**src/rtl/rv32i_csr_pkg.sv**
```systemverilog
// rtl/rv32i_csr_pkg.sv - machine-mode CSR addresses, trap cause codes and trap sequencer states
package rv32i_csr_pkg;

    localparam logic [11:0] MTVEC  = 12'h305;
    localparam logic [11:0] MEPC   = 12'h341;
    localparam logic [11:0] MCAUSE = 12'h342;
    localparam logic [11:0] MTVAL  = 12'h343;

    localparam logic [3:0] CAUSE_IAF   = 4'd1;
    localparam logic [3:0] CAUSE_ILL   = 4'd2;
    localparam logic [3:0] CAUSE_LOAD  = 4'd5;
    localparam logic [3:0] CAUSE_STORE = 4'd7;

    // mtval source select produced by the cause encoder
    localparam logic [1:0] TVAL_PC    = 2'd0;
    localparam logic [1:0] TVAL_INSTR = 2'd1;
    localparam logic [1:0] TVAL_ADDR  = 2'd2;

    typedef enum logic [2:0] {
        ST_IDLE       = 3'd0,
        ST_SAVE_EPC   = 3'd1,
        ST_SAVE_CAUSE = 3'd2,
        ST_SAVE_TVAL  = 3'd3,
        ST_RD_TVEC    = 3'd4,
        ST_RD_EPC     = 3'd5,
        ST_REDIRECT   = 3'd6
    } trap_state_e;

endpackage

```
**src/rtl/trap_cause_enc.sv**
```systemverilog
// rtl/trap_cause_enc.sv - priority encoder from exception flags to cause code and mtval source
// Ports: exc_iaf/exc_ill/exc_daf/exc_store in; exc_any, cause[3:0], tval_sel[1:0] out.
module trap_cause_enc
    import rv32i_csr_pkg::*;
(
    input  logic       exc_iaf,
    input  logic       exc_ill,
    input  logic       exc_daf,
    input  logic       exc_store,
    output logic       exc_any,
    output logic [3:0] cause,
    output logic [1:0] tval_sel
);

    always_comb begin
        exc_any  = exc_iaf | exc_ill | exc_daf;
        cause    = 4'd0;
        tval_sel = TVAL_PC;
        if (exc_iaf) begin
            cause    = CAUSE_IAF;
            tval_sel = TVAL_PC;
        end else if (exc_ill) begin
            cause    = CAUSE_ILL;
            tval_sel = TVAL_INSTR;
        end else if (exc_daf) begin
            cause    = exc_store ? CAUSE_STORE : CAUSE_LOAD;
            tval_sel = TVAL_ADDR;
        end
    end

endmodule

```
**src/rtl/trap_ctrl.sv**
```systemverilog
// rtl/trap_ctrl.sv - machine-mode trap/mret sequencer driving the CSR write port and PC redirect
// Ports: clk, rst_n; exc_iaf/exc_ill/exc_daf/exc_store, mret, instr, pc, ram_addr, csr_rd in;
//        stall, flush, csr_w, csr_addr, csr_wd, redirect, redirect_pc out.
module trap_ctrl #(
    parameter int XLEN   = 32,
    parameter int RAM_AW = 16
) (
    input  logic              clk,
    input  logic              rst_n,
    input  logic              exc_iaf,
    input  logic              exc_ill,
    input  logic              exc_daf,
    input  logic              exc_store,
    input  logic              mret,
    input  logic [31:0]       instr,
    input  logic [XLEN-1:0]   pc,
    input  logic [RAM_AW-1:0] ram_addr,
    input  logic [XLEN-1:0]   csr_rd,
    output logic              stall,
    output logic              flush,
    output logic              csr_w,
    output logic [11:0]       csr_addr,
    output logic [XLEN-1:0]   csr_wd,
    output logic              redirect,
    output logic [XLEN-1:0]   redirect_pc
);
    import rv32i_csr_pkg::*;

    localparam logic [XLEN-1:0] ALIGN_MASK = ~XLEN'(3);

    trap_state_e     state_q, state_d;
    logic [3:0]      cause_q, cause_d;
    logic [XLEN-1:0] epc_q, epc_d;
    logic [XLEN-1:0] tval_q, tval_d;
    logic [XLEN-1:0] target_q, target_d;

    logic       exc_any;
    logic [3:0] enc_cause;
    logic [1:0] enc_tval_sel;

    trap_cause_enc u_enc (
        .exc_iaf  (exc_iaf),
        .exc_ill  (exc_ill),
        .exc_daf  (exc_daf),
        .exc_store(exc_store),
        .exc_any  (exc_any),
        .cause    (enc_cause),
        .tval_sel (enc_tval_sel)
    );

    always_comb begin
        state_d     = state_q;
        cause_d     = cause_q;
        epc_d       = epc_q;
        tval_d      = tval_q;
        target_d    = target_q;
        stall       = 1'b1;
        flush       = 1'b0;
        csr_w       = 1'b0;
        csr_addr    = 12'h000;
        csr_wd      = '0;
        redirect    = 1'b0;
        redirect_pc = '0;
        case (state_q)
            ST_IDLE: begin
                // Only the exception path stalls in IDLE; mret retires normally this cycle.
                stall = exc_any;
                flush = exc_any;
                if (exc_any) begin
                    cause_d = enc_cause;
                    epc_d   = pc & ALIGN_MASK;
                    case (enc_tval_sel)
                        TVAL_PC:    tval_d = pc;
                        TVAL_INSTR: tval_d = XLEN'(instr);
                        TVAL_ADDR:  tval_d = XLEN'(ram_addr);
                        default:    tval_d = '0;
                    endcase
                    state_d = ST_SAVE_EPC;
                end else if (mret) begin
                    state_d = ST_RD_EPC;
                end
            end
            ST_SAVE_EPC: begin
                csr_w    = 1'b1;
                csr_addr = MEPC;
                csr_wd   = epc_q;
                state_d  = ST_SAVE_CAUSE;
            end
            ST_SAVE_CAUSE: begin
                csr_w    = 1'b1;
                csr_addr = MCAUSE;
                csr_wd   = XLEN'(cause_q);
                state_d  = ST_SAVE_TVAL;
            end
            ST_SAVE_TVAL: begin
                csr_w    = 1'b1;
                csr_addr = MTVAL;
                csr_wd   = tval_q;
                state_d  = ST_RD_TVEC;
            end
            ST_RD_TVEC: begin
                // Direct mode only: the low mode bits of mtvec are dropped.
                csr_addr = MTVEC;
                target_d = csr_rd & ALIGN_MASK;
                state_d  = ST_REDIRECT;
            end
            ST_RD_EPC: begin
                csr_addr = MEPC;
                target_d = csr_rd & ALIGN_MASK;
                state_d  = ST_REDIRECT;
            end
            ST_REDIRECT: begin
                redirect    = 1'b1;
                redirect_pc = target_q;
                state_d     = ST_IDLE;
            end
            default: begin
                stall   = 1'b0;
                state_d = ST_IDLE;
            end
        endcase
    end

    always_ff @(posedge clk or negedge rst_n) begin
        if (!rst_n) begin
            state_q  <= ST_IDLE;
            cause_q  <= '0;
            epc_q    <= '0;
            tval_q   <= '0;
            target_q <= '0;
        end else begin
            state_q  <= state_d;
            cause_q  <= cause_d;
            epc_q    <= epc_d;
            tval_q   <= tval_d;
            target_q <= target_d;
        end
    end

endmodule

```
**config.mk**
```make
export PLATFORM = sky130hd
export DESIGN_NAME = trap_ctrl
export DESIGN_NICKNAME = d
export VERILOG_FILES = /design/src/rtl/rv32i_csr_pkg.sv /design/src/rtl/trap_cause_enc.sv /design/src/rtl/trap_ctrl.sv
export SDC_FILE = /design/constraint.sdc
export NUM_CORES = 1
export LEC_CHECK = 0
export ABC_AREA = 1
export CORE_MARGIN = 4
export CORE_UTILIZATION = 40
export CTS_CLUSTER_DIAMETER = 120
export DETAILED_ROUTE_END_ITERATION = 8
export PLACE_DENSITY_LB_ADDON = 0.15
export SLEW_MARGIN = 20
export SYNTH_ARGS = -nofsm -noshare
export SYNTH_HDL_FRONTEND = slang
export SYNTH_SLANG_ARGS = --single-unit
```
**constraint.sdc**
```tcl
create_clock -name clk -period 4.29 [get_ports clk]
set_clock_uncertainty 0.15 [all_clocks]
set_input_delay 0.858 -clock clk [delete_from_list [all_inputs] [get_ports clk]]
set_output_delay 0.858 -clock clk [all_outputs]
set_load 0.01 [all_outputs]
```
==> results.md <==
* Post-synth top cells: nand2_1 (304), nor2_1 (118), dfrtp_1 (98)
* Routability Congestion at 0.836
* Area grow syn2layout at 43.5%
* Initial antenna violation count at 0
* Layout cell share with drive strength beyond 1 at 0.0443
* Worst-Skew Late Latency at 0.34 ns
* Max-slew headroom at 0.387
* Inserted Diodes at 0
* CP Max Fanout at 19
* # nets final at 1,016
* Core footprint at 12,600 µm²
* Total GRT Usage at 0.205
* Worst slew pin tran at 0.918 ns
* Via count at just over 5,000
* Crit-path slowest cell: clkdlybuf4s50_1
* Register area share after synthesis at 0.477
* Core Rows at just over 40
* Mapped Area at between 5000 and 6000 µm²
* Register area at between 2000 and 2500 µm²
* Lkg Pwr at roughly 3.7 nW
* Critical path arrival at between 2 and 3 ns
* Vias per cell at ~4.8
* Unrepaired setup endpoints after global routing: no
* Routed wire length per instance at between 10 and 15 µm
* Die Area at around 15,000 µm²
* Async SR Flop Fraction at 1.00
* I/O pin count at slightly below 200
* CP cell instances: inv_2, nand3_1, inv_1, buf_4, nand2_1, nand2_1, clkdlybuf4s50_1
* H-tree depth at 3
* Ys flop type: dfrtp_1
* Worst path most repeated cell: nand2_1
* CP Buf/Inv Count at 4
* Combinational Power Share at 0.468
* Unique masters post-synth at 23
* VDD IR max at ~290 µV
* Pwr dens at 626 nW/µm²
* Part of the power in registers at 0.342
* Syn Inst Count at about 730
* First-pass GRT wire length at approximately 24,000 µm
* Port buffer count at approximately 190
* Drc violations at 0
* Synth area leader: dfrtp_1
* HP Class: flip-flop to flip-flop
* Synth warn at 0
* CP Class: flip-flop to output port
* Initial DRC count at approximately 300
* Worst path required time at between 3 and 4 ns
* Final WL at between 15,000 and 20,000 µm
* Clock buffer depth at 2
* Hold buffers post-CTS at 0
* Post-DRT Antenna Nets at 0
* Min cycle time layout at 3.59 ns
* Area contributors post-synth: dfrtp_1 (48%), nand2_1 (22%), nor2_1 (8.6%)
* Sw Ratio at 0.383
* Final number of max-transition violations at 0
* Critical Path Max Stage Delay at 0.55 ns
* Hold_sp: epc_q[28]
* Total power at about 4.6 mW
* Synth top area share at 0.477
* Max-Cap Viols at 0
* Drt pass-1 iters at 6
* Fraction of the cycle the final worst path needs at 0.837
* Multi-input gate area at ~2300 µm²
* Largest net degree at the start of global routing at 71
* Status: completed
* EDFF count, synth at 0
* Clk sinks at 98
* CTS tree: done
* Vias in the first global route at approximately 5,000
* Starting density of the core at 0.407
* Crit path launch: state_q[2]
* Final setup TNS at 0 ns
* Final setup vio count at 0
* CTS root buf: clkbuf_16
* Clock share of power at 0.190
* Switching power of the nets at 1.77 mW
* Post-DP HPWL at 10,500 µm
* Worst Setup Start Kind: flip-flop
* Most frequent cell after synthesis: nand2_1
* Clock transition at path regs at about 0.070 ns
* Final hold violations at 0
* F_max at roughly 280 MHz
* Die Height at between 100 and 150 µm
* Die X at between 100 and 150 µm
* Post-CTS Resized at 0
* Seq cells post-synth at slightly below 100
* Fillers at 1,223
* CP endpoint kind: output port
* CP delay by family, top: buffers and inverters
* FF-to-FF Start: state_q[2]
* Total congestion overflow at 0
* Cell internal pwr at ~2.9 mW
* CTS buffer count at 9
* Syn Area/Cell at 7.02 µm²
* Final core utilization at 0.585
* Post-CTS Setup Inserts at 0
-- tightest hold or removal path, delay by kind of cell (launching register included) --
family,cells,cell delay [ns]
simple gates,2,0.10
flops,1,0.34
-- area by class of cell --
class	count	area share
clock buffers	12	0.0348
multi-input cells	546	0.305
well taps	172	0.0292
clock inverters	4	0.0100
repair buffers	200	0.267
inverters	42	0.0214
flip-flops and latches	98	0.332
-- placed cells by master (no fill, tap or decap), drive strengths merged --
cell / synthesis / layout
nor3: 1 / 1
clkbuf: 8 / 12
o21ai: 6 / 6
nor2: 120 / 120
a21oi: 31 / 31
nand3: 55 / 55
bufinv: 0 / 2
clkinv: 1 / 3
buf: 45 / 13
nand2: 308 / 308
nand4: 17 / 17
dfrtp: 98 / 98
clkdlybuf4s50: 0 / 187
inv: 41 / 41
conb: 1 / 8
-- registers in the layout, indices dropped and copies added (netlist names) --
register,flops
target_q,30
tval_q,32
cause_q,3
epc_q,30
state_q,3
-- stage by stage --
step / instance area (µm²) / std cells / setup WS, ns / hold slack, ns
floorplan: 5170 / 739 / 1.62 / 0.299
global placement: 7050 / 1058 / 0.743 / 0.312
detailed placement: 7050 / 1058 / 0.742 / 0.315
CTS: 7380 / 1074 / 0.684 / 0.332
global route: 7380 / 1074 / 0.532 / 0.351
finish: 7380 / 1074 / 0.701 / 0.329
-- power groups by stage --
stage / Clock (mW) / Combinational (mW) / Sequential [mW]
CTS: 0.894 / 2.19 / 1.58
floorplan: 0 / 1.32 / 1.54
global route: 0.932 / 2.43 / 1.63
global placement: 0 / 2.13 / 1.57
finish: 0.879 / 2.16 / 1.58
detailed placement: 0 / 2.18 / 1.60
-- path summary, 6_finish.rpt --
check                                     to  slack (ns)  cells after the start
worst min register to register     epc_q[28]        0.33                      2
worst max register to register    cause_q[1]        2.14                      8
max in group asynchronous       target_q[26]        2.75                      2
worst max-delay path              csr_wd[31]        0.70                      7
min in group asynchronous       target_q[18]        0.47                      1
worst min-delay path               epc_q[28]        0.33                      2
-- kinds of logic after synthesis --
logic type / after synthesis / synth area share
AND/OR/NAND/NOR: 501 / 0.395
flip-flops: 98 / 0.477
buffers and inverters: 95 / 0.0901
AO/OA/AOI/OAI: 37 / 0.0368
other: 1 / 0.000730
-- layer usage --
| layer | GRT usage | share of wire |
|---|---|---|
| met4 | 0.0672 | 0.014 |
| met5 | 0 | 0 |
| met2 | 0.343 | 0.48 |
| met3 | 0.0415 | 0.075 |
| met1 | 0.265 | 0.43 |
Note: power is estimated with default switching activity, not from simulation.
